[src/rtl/innerloop_cmd_dispatch.sv]
// innerloop_cmd_dispatch: queues loop commands in a FIFO and issues them one at a time to an innerloop wrapper
// ports: cmd_* command push (valid/ready); loop_ap_* wrapper handshake, loop_init/len/inc FIFO-head operands;
//        rsp_* tagged completion (valid/ready); busy and cmd_count status
module innerloop_cmd_dispatch #(
  parameter int LEN_DWIDTH = 32,
  parameter int INC_DWIDTH = 29,
  parameter int FIFO_DEPTH = 4,
  parameter int TAG_W      = 8
) (
  input  logic                          ap_clk,
  input  logic                          ap_rstn,
  input  logic                          cmd_valid,
  output logic                          cmd_ready,
  input  logic [LEN_DWIDTH-1:0]         cmd_init,
  input  logic [LEN_DWIDTH-1:0]         cmd_len,
  input  logic [INC_DWIDTH+2:0]         cmd_inc,
  input  logic [TAG_W-1:0]              cmd_tag,
  output logic                          loop_ap_start,
  input  logic                          loop_ap_ready,
  input  logic                          loop_ap_done,
  input  logic                          loop_ap_idle,
  input  logic [31:0]                   loop_ap_return,
  input  logic [31:0]                   loop_cnt,
  input  logic                          loop_cnt_ap_vld,
  output logic [LEN_DWIDTH-1:0]         loop_init,
  output logic [LEN_DWIDTH-1:0]         loop_len,
  output logic [INC_DWIDTH+2:0]         loop_inc,
  output logic                          rsp_valid,
  input  logic                          rsp_ready,
  output logic [TAG_W-1:0]              rsp_tag,
  output logic [31:0]                   rsp_cnt,
  output logic [31:0]                   rsp_return,
  output logic                          busy,
  output logic [$clog2(FIFO_DEPTH+1)-1:0] cmd_count
);
  localparam int CW = $clog2(FIFO_DEPTH+1);
  localparam int PW = $clog2(FIFO_DEPTH);
  typedef enum logic [1:0] {IDLE, START, WAIT, RESP} state_t;
  state_t state, state_nx;
  logic [LEN_DWIDTH-1:0] init_m [FIFO_DEPTH];
  logic [LEN_DWIDTH-1:0] len_m  [FIFO_DEPTH];
  logic [INC_DWIDTH+2:0] inc_m  [FIFO_DEPTH];
  logic [TAG_W-1:0]      tag_m  [FIFO_DEPTH];
  logic [PW-1:0] rd_ptr, wr_ptr;
  logic up, push, pop, cap, full, empty;
  logic unused_idle;
  assign unused_idle   = loop_ap_idle;
  assign full          = cmd_count == CW'(FIFO_DEPTH);
  assign empty         = cmd_count == '0;
  // up keeps cmd_ready low until the first clock after reset release
  assign cmd_ready     = up && !full;
  assign push          = cmd_valid && cmd_ready;
  assign pop           = state == START && loop_ap_ready;
  assign cap           = (pop && loop_ap_done) || (state == WAIT && loop_ap_done);
  assign loop_ap_start = state == START;
  assign rsp_valid     = state == RESP;
  assign busy          = state != IDLE || !empty;
  assign loop_init     = init_m[rd_ptr];
  assign loop_len      = len_m[rd_ptr];
  assign loop_inc      = inc_m[rd_ptr];
  always_comb begin
    state_nx = state == IDLE  ? (empty ? IDLE : START) :
               state == START ? (!loop_ap_ready ? START : loop_ap_done ? RESP : WAIT) :
               state == WAIT  ? (loop_ap_done ? RESP : WAIT) :
                                (!rsp_ready ? RESP : empty ? IDLE : START);
  end
  always_ff @(posedge ap_clk) begin
    if (!ap_rstn) begin
      state      <= IDLE;
      up         <= 1'b0;
      rd_ptr     <= '0;
      wr_ptr     <= '0;
      cmd_count  <= '0;
      rsp_tag    <= '0;
      rsp_cnt    <= '0;
      rsp_return <= '0;
      for (int i = 0; i < FIFO_DEPTH; i++) begin
        init_m[i] <= '0;
        len_m[i]  <= '0;
        inc_m[i]  <= '0;
        tag_m[i]  <= '0;
      end
    end else begin
      state     <= state_nx;
      up        <= 1'b1;
      cmd_count <= cmd_count + CW'(push) - CW'(pop);
      if (push) begin
        init_m[wr_ptr] <= cmd_init;
        len_m[wr_ptr]  <= cmd_len;
        inc_m[wr_ptr]  <= cmd_inc;
        tag_m[wr_ptr]  <= cmd_tag;
        wr_ptr         <= wr_ptr + PW'(1);
      end
      if (pop) begin
        rd_ptr  <= rd_ptr + PW'(1);
        rsp_tag <= tag_m[rd_ptr];
      end
      if (cap) begin
        rsp_return <= loop_ap_return;
        rsp_cnt    <= loop_cnt_ap_vld ? loop_cnt : '0;
      end
    end
  end
endmodule

[config.mk]
export PLATFORM = sky130hd
export DESIGN_NAME = innerloop_cmd_dispatch
export DESIGN_NICKNAME = d
export VERILOG_FILES = /design/src/rtl/innerloop_cmd_dispatch.sv
export SDC_FILE = /design/constraint.sdc
export NUM_CORES = 1
export LEC_CHECK = 0
export CORE_MARGIN = 2
export CORE_UTILIZATION = 30
export DETAILED_ROUTE_END_ITERATION = 7
export HOLD_SLACK_MARGIN = 0.08
export SYNTH_ARGS = -nofsm -noshare
export SYNTH_HDL_FRONTEND = slang
export SYNTH_SLANG_ARGS = --single-unit
[constraint.sdc]
create_clock -name ap_clk -period 20.8 [get_ports ap_clk]
set_input_delay 4.16 -clock ap_clk [delete_from_list [all_inputs] [get_ports ap_clk]]
set_output_delay 4.16 -clock ap_clk [all_outputs]
set_load 0.03 [all_outputs]
==> flow_metrics.tcl, run 1 <==
set metrics [dict create \
    rr_worst_depth 5 \
    hold_buffers 0 \
    timing_max_transition_violations_final 0 \
    crit_chain "buf_4 -> mux4_2 -> clkdlybuf4s50_1" \
    cts_resizes 0 \
    synthesis.area_per_instance_um2 15.3 \
    fmax_ghz 0.131 \
    grt_first_pass_wirelength_um 81900 \
    fp.dieW_um 270 \
    die_span_in_y_um 270 \
    fillCellCount 6612 \
    place.port_buffers 349 \
    setup-violations-final 0 \
    most_common_cell_after_layout_fill_and_taps_aside "and2_1" \
    report.final.hold_viol_count 0 \
    htreeDepth 2 \
    largest_net_degree_at_the_start_of_global_routing 93 \
    pwr_dens_mw_per_mm2 101 \
    row_count 97 \
    worst-path-max-fanout 56 \
    cts_sinks 500 \
    timing.hold.worst.class "reg2reg" \
    largest_voltage_drop_on_the_vdd_net_uv 64.6 \
    layout_worst_path_cycle_share_pct 36.6 \
    cts_tree "yes" \
    timing.setup.critical_path_class "reg2out" \
    cts-root-to-sink-buffers 3 \
    r2r_setup_slack_ns 17.64 \
    multi_input_comb_area_mm2 0.00666 \
    fin_worst_skew_ns 0.0230 \
    clk_transition_reported_paths_ns 0.06 \
    cp.arrival_ns 3.46 \
    drt_first_iter_violations 752 \
    final_layout_size_suffix_gt1_share_pct 12.8 \
    hold_path_startpoint "rsp_return[22]$_SDFFE_PN0P_" \
    place.gp.congestion 0.792 \
    syn_inst 1391 \
    num_vias 12400 \
    end_kind "output pin" \
    final_antenna_net_count 0 \
    setup_repair_after_global_routing_missed_its_margin "false" \
    timing.critical_path.slowest_cell_delay_ns 1.00 \
    layout_setup_ws_ns 13.18 \
    sequential_to_total_area_share_from_yosys_stat_pct 66.7 \
    reg2reg_to "init_m[3][13]$_DFFE_PP_" \
    core_mm2 0.0701 \
    mostFrequentLayoutCells "and2_1, edfxtp_1, clkdlybuf4s50_1" \
    via_count_of_the_first_global_routing_pass 13200 \
    postRouteWirelength_um 54700 \
    floorplan.die_area_mm2 0.0730 \
    max_cap_violations 0 \
    total_i_o_pin_count 351 \
    post_cts_setup_buffer_count 0 \
    setup.worst_path.start_class "flip-flop" \
    min_period_ns 7.62 \
    leakagePower_nw 9.61 \
    number_of_antenna_violations_at_the_first_check_in_global_routing 12 \
    tritoncts.num_buffers 56 \
    finalSetupTns_ns 0 \
    place_hpwl_um 31100 \
    design.final.nets 1902 \
    synth_cell_types 37 \
    cp.required_ns 16.64 \
    firstDrtPassIters 5 \
    area_growth_pct 29.2 \
    synth_nets 1570 \
    timing.slew.headroom_pct 24.7 \
    min_delay_path_depth 2 \
    final-seq-area_mm2 0.0142 \
    tightest_slew_ns 1.13 \
    route.detailed.drc 0 \
    clock_root_buffer "clkbuf_16" \
    routed_wire_length_per_instance_um 20.2 \
    overflow_left_after_global_routing 0 \
    vias_per_cell 4.58 \
    worstHoldEndpoint "rsp_return[22]$_SDFFE_PN0P_" \
    status "complete, no violations" \
    grt.total_usage_pct 14.9 \
    rr_startpoint "cmd_count[1]$_SDFF_PN0_" \
    cpMaxStageDelayCell "dfxtp_4" \
    yosys_register_bits 500 \
    synthesis.area_mm2 0.0213 \
    start_util_pct 30.3 \
    synth.yosys.warnings 0 \
    post-place-ws_ns 13.53 \
    worst_skew_pair_latency_ns 0.60 \
]
-- routing by layer --
layer / share of wire [%] / wire length, µm / vias up / track usage [%]
li1: - / - / 5700 / -
met1: 41 / 22600 / 6217 / 18.2
met2: 49 / 26700 / 388 / 25.4
met3: 8.0 / 4380 / 76 / 5.17
met4: 1.6 / 879 / 16 / 3.20
met5: 0.18 / 101 / - / 0
-- cells in the mapped netlist, drive strengths merged --
master  number  share of area [%]
nand3       34               0.80
ha           2               0.12
mux2i       64                3.0
mux4       104                 11
nor3b        1              0.088
inv          5              0.088
and2       420                 12
or3b         1              0.041
o21ai        6               0.14
a21oi       11               0.26
clkbuf      56                1.1
edfxtp     416                 59
a21boi       1              0.035
nor3         3              0.094
nand4        1              0.029
xnor2        1              0.041
or3          1              0.029
or2          1              0.029
fa           1              0.094
nand2      115                2.0
nand4b       1              0.041
nand2b       3              0.088
buf         42                1.2
nand3b       1              0.035
nor4         3               0.30
xor2         2              0.082
a211oi       1              0.035
a21o         1              0.035
dfxtp       84                7.9
nor2         8               0.14
nor2b        1              0.029
-- how the worst max path moves through the flow --
| stage | end | cells past startpoint | slack, ns |
|---|---|---|---|
| floorplan | inc_m[1][0]$_SDFFCE_PN0P_ | 2 | 8.51 |
| global placement | init_m[3][13]$_DFFE_PP_ | 5 | 13.52 |
| detailed placement | init_m[3][15]$_DFFE_PP_ | 5 | 13.53 |
| CTS | loop_inc[31] | 3 | 13.03 |
| global route | loop_init[15] | 3 | 12.97 |
| finish | loop_inc[31] | 3 | 13.18 |
-- power breakdown --
part           internal [mW]  switching [mW]
Clock                  0.557           0.399
Combinational          0.273           0.335
Sequential              1.17          0.0423
Total                   2.00           0.776
-- state kept, by name, summed over array words and instances, names as in the netlist, named ones only --
name / cells
rsp_cnt: 32
wr_ptr: 2
state: 2
rd_ptr: 2
rsp_tag: 8
init_m: 128
rsp_return: 32
up: 1
cmd_count: 3
len_m: 128
inc_m: 128
tag_m: 32
-- area by class of cell --
type,instances,share of cell area [%]
well taps,940,4.28
inverters,5,0.0683
multi-input cells,788,24.2
flip-flops and latches,500,51.6
diodes,4,0.0364
clock buffers,75,5.65
clock inverters,24,0.770
repair buffers,372,13.3
-- logic make-up (layout without fill, tap and decap cells) --
| group | after synthesis | in the layout | synth area share, % |
|---|---|---|---|
| AO/OA/AOI/OAI | 20 | 20 | 0.506 |
| XOR/XNOR | 3 | 3 | 0.124 |
| adder cells (fa/ha/maj) | 3 | 3 | 0.212 |
| buffers and inverters | 103 | 476 | 2.32 |
| flip-flops | 500 | 500 | 66.7 |
| multiplexers | 168 | 168 | 14.0 |
| other | 0 | 4 | 0 |
| AND/OR/NAND/NOR | 594 | 594 | 16.1 |
-- worst max-delay path: cells and delay by family (launching register included) --
family	cells	cell delay, ns
buf+inv	2	1.48
flops	1	1.00
mux	1	0.33
-- per-stage QoR --
stage	utilization [%]	total power [mW]	instances	hold slack [ns]	area, µm²
2_1_floorplan	-	1.61	1391	0.487	21300
3_3_place_gp	36.6	1.85	2605	0.441	25700
3_5_place_dp	36.6	1.85	2605	0.447	25700
4_1_cts	39.1	2.82	2704	0.458	27500
5_1_grt	39.1	2.89	2704	0.472	27500
6_report	39.2	2.77	2708	0.452	27500
No activity file was read; power rests on OpenSTA's default activity.
==> inputs of run 2 (changes only) <==
clock period = 7.56 ns   (was 20.8 ns; I/O delays follow)
==> run 2 against run 1 <==
  * Sequential share of layout area is 0.16 points lower
  * Largest power group unchanged
  * First-iteration DRC count fell by 7.3%
  * Sequential power rose to 2.8 times the previous value
  * Count of clock-buffer cells in the layout down 1
  * Clock power rose to 2.8 times the previous value
  * Register-to-register slack lost 13 ns
  * Non-clock buffer count decreased by 7
  * Via count down 0.77%
  * Critical endpoint is now loop_len[6]
==> flow_metrics.tcl, run 2 (synthesis results as in run 1) <==
set metrics [dict create \
    status "complete, no violations" \
    worst-path-buf-inv 2 \
    cp.required_ns 6.05 \
    layout_top_registers "inc_m (128), init_m (128), len_m (128)" \
    grt.total_usage_pct 14.6 \
    largest_voltage_drop_on_the_vdd_net_uv 157 \
    critical_path_depth 3 \
    final_antenna_net_count 0 \
    switching_power_mw 2.14 \
    vias_per_cell 4.54 \
    report.final.hold_viol_count 0 \
    max_cap_violations 0 \
    most_common_cell_after_layout_fill_and_taps_aside "and2_1" \
    count_of_placed_standard_cells_including_taps 2598 \
    rr_startpoint "state[0]$_SDFF_PN0_" \
    overflow_left_after_global_routing 0 \
    cp.arrival_ns 3.42 \
    layout.cell_area.non_filler_mm2 0.0276 \
    clk_transition_reported_paths_ns 0.07 \
    cpMaxStageDelayCell "dfxtp_4" \
    htreeDepth 2 \
    routed_wire_length_per_instance_um 19.8 \
    fillCellCount 6635 \
    final-seq-area_mm2 0.0142 \
    stdcell_count 2707 \
    largest_net_degree_at_the_start_of_global_routing 100 \
    fmax_ghz 0.203 \
    finalSetupTns_ns 0 \
    drt_first_iter_violations 697 \
    min_delay_path_depth 2 \
    start_util_pct 30.3 \
    place.port_buffers 349 \
    internal-power_mw 5.56 \
    clock_root_buffer "clkbuf_16" \
    hold_path_startpoint "rsp_tag[1]$_SDFFE_PN0P_" \
    detailed_place.area_mm2 0.0257 \
    final_layout_size_suffix_gt1_share_pct 12.3 \
    post-place-ws_ns 3.12 \
    hold_buffers 0 \
    timing_max_transition_violations_final 0 \
    power.share.clock_pct 35.2 \
    route.detailed.drc 0 \
    number_of_antenna_violations_at_the_first_check_in_global_routing 8 \
    sequentialPowerShare_pct 43.4 \
    timing.critical_path.slowest_cell_delay_ns 0.96 \
    min_period_ns 4.94 \
    tritoncts.num_buffers 57 \
    firstDrtPassIters 5 \
    layout_setup_ws_ns 2.62 \
    row_count 97 \
    cts_tree "yes" \
    setup_repair_after_global_routing_missed_its_margin "false" \
    timing.slew.headroom_pct 25.8 \
    post_cts_setup_buffer_count 0 \
    cts_resizes 0 \
    place.gp.congestion 0.743 \
    cts_sinks 500 \
    power.switching_fraction_pct 27.8 \
    crit_chain "buf_12 -> mux4_2 -> clkdlybuf4s50_1" \
    worst_skew_pair_latency_ns 0.60 \
    num_vias 12300 \
    die_span_in_y_um 270 \
    area_growth_pct 29.6 \
    via_count_of_the_first_global_routing_pass 13500 \
    worst-path-max-fanout 57 \
    core_mm2 0.0701 \
    fin_worst_skew_ns 0.0269 \
    pwr_dens_mw_per_mm2 280 \
    floorplan.die_area_mm2 0.0730 \
    setup.worst_path.start_class "flip-flop" \
    mostFrequentLayoutCells "and2_1, edfxtp_1, clkdlybuf4s50_1" \
    timing.hold.worst.class "reg2reg" \
    setup-violations-final 0 \
    power.combinational.fraction_pct 21.5 \
    rr_worst_depth 10 \
    grt_first_pass_wirelength_um 80700 \
    leakagePower_nw 9.63 \
    holdWs_ns 0.455 \
    total_i_o_pin_count 351 \
    fp.dieW_um 270 \
    critical_path.top_delay_family "buffers and inverters" \
    utilization_pct 39.3 \
    multi_input_comb_area_mm2 0.00666 \
    end_kind "output pin" \
    design.final.nets 1896 \
    cts-root-to-sink-buffers 3 \
    power_after_layout_mw 7.70 \
    layout_worst_path_cycle_share_pct 65.3 \
    postRouteWirelength_um 53500 \
    place_hpwl_um 29400 \
    tightest_slew_ns 1.11 \
    timing.setup.critical_path_class "reg2out" \
]
[run 2: cell count changes in the layout (fill, tap and decap cells not counted), sizes merged]
cell / previous run / this run
bufinv: 3 / 5
diode: 4 / 1
buf: 24 / 17
inv: 6 / 8
clkbuf: 75 / 74
clkinv: 17 / 23
[run 2: power by group through the flow]
stage          Combinational (mW)  Clock (mW)  Sequential (mW)
4_1_cts                      1.69        2.80             3.35
6_report                     1.65        2.71             3.34
3_3_place_gp                 1.68           0             3.39
5_1_grt                      1.76        2.90             3.37
2_1_floorplan               0.977           0             3.44
3_5_place_dp                 1.68           0             3.41
[run 2: area by class of cell]
| class | instances | area share, % |
|---|---|---|
| Tap cell | 940 | 4.27 |
| Clock inverter | 34 | 1.09 |
| Antenna cell | 1 | 0.00908 |
| Multi-Input combinational cell | 788 | 24.2 |
| Clock buffer | 74 | 5.56 |
| Inverter | 5 | 0.0681 |
| Sequential cell | 500 | 51.5 |
| Timing Repair Buffer | 365 | 13.4 |
[run 2: path summary, 6_finish.rpt]
check	to	slack [ns]
setup / recovery	loop_len[6]	2.62
setup reg to reg	cmd_count[2]$_SDFF_PN0_	4.62
hold / removal	rsp_tag[1]$_SDFFE_PN0P_	0.45
hold reg to reg	rsp_tag[1]$_SDFFE_PN0P_	0.45
[run 2: routing by layer]
layer	up-vias	GRT usage, %	share of wire (%)
met5	-	0	0.15
met4	14	3.39	1.9
met3	94	4.91	8.1
met2	383	25.6	49
met1	6129	17.2	40
li1	5681	-	-
[run 2: tightest hold or removal path, cell delays in order (launching register included)]
cell     delay, ns
dfxtp_1       0.31
nand2_1       0.05
a21oi_1       0.05
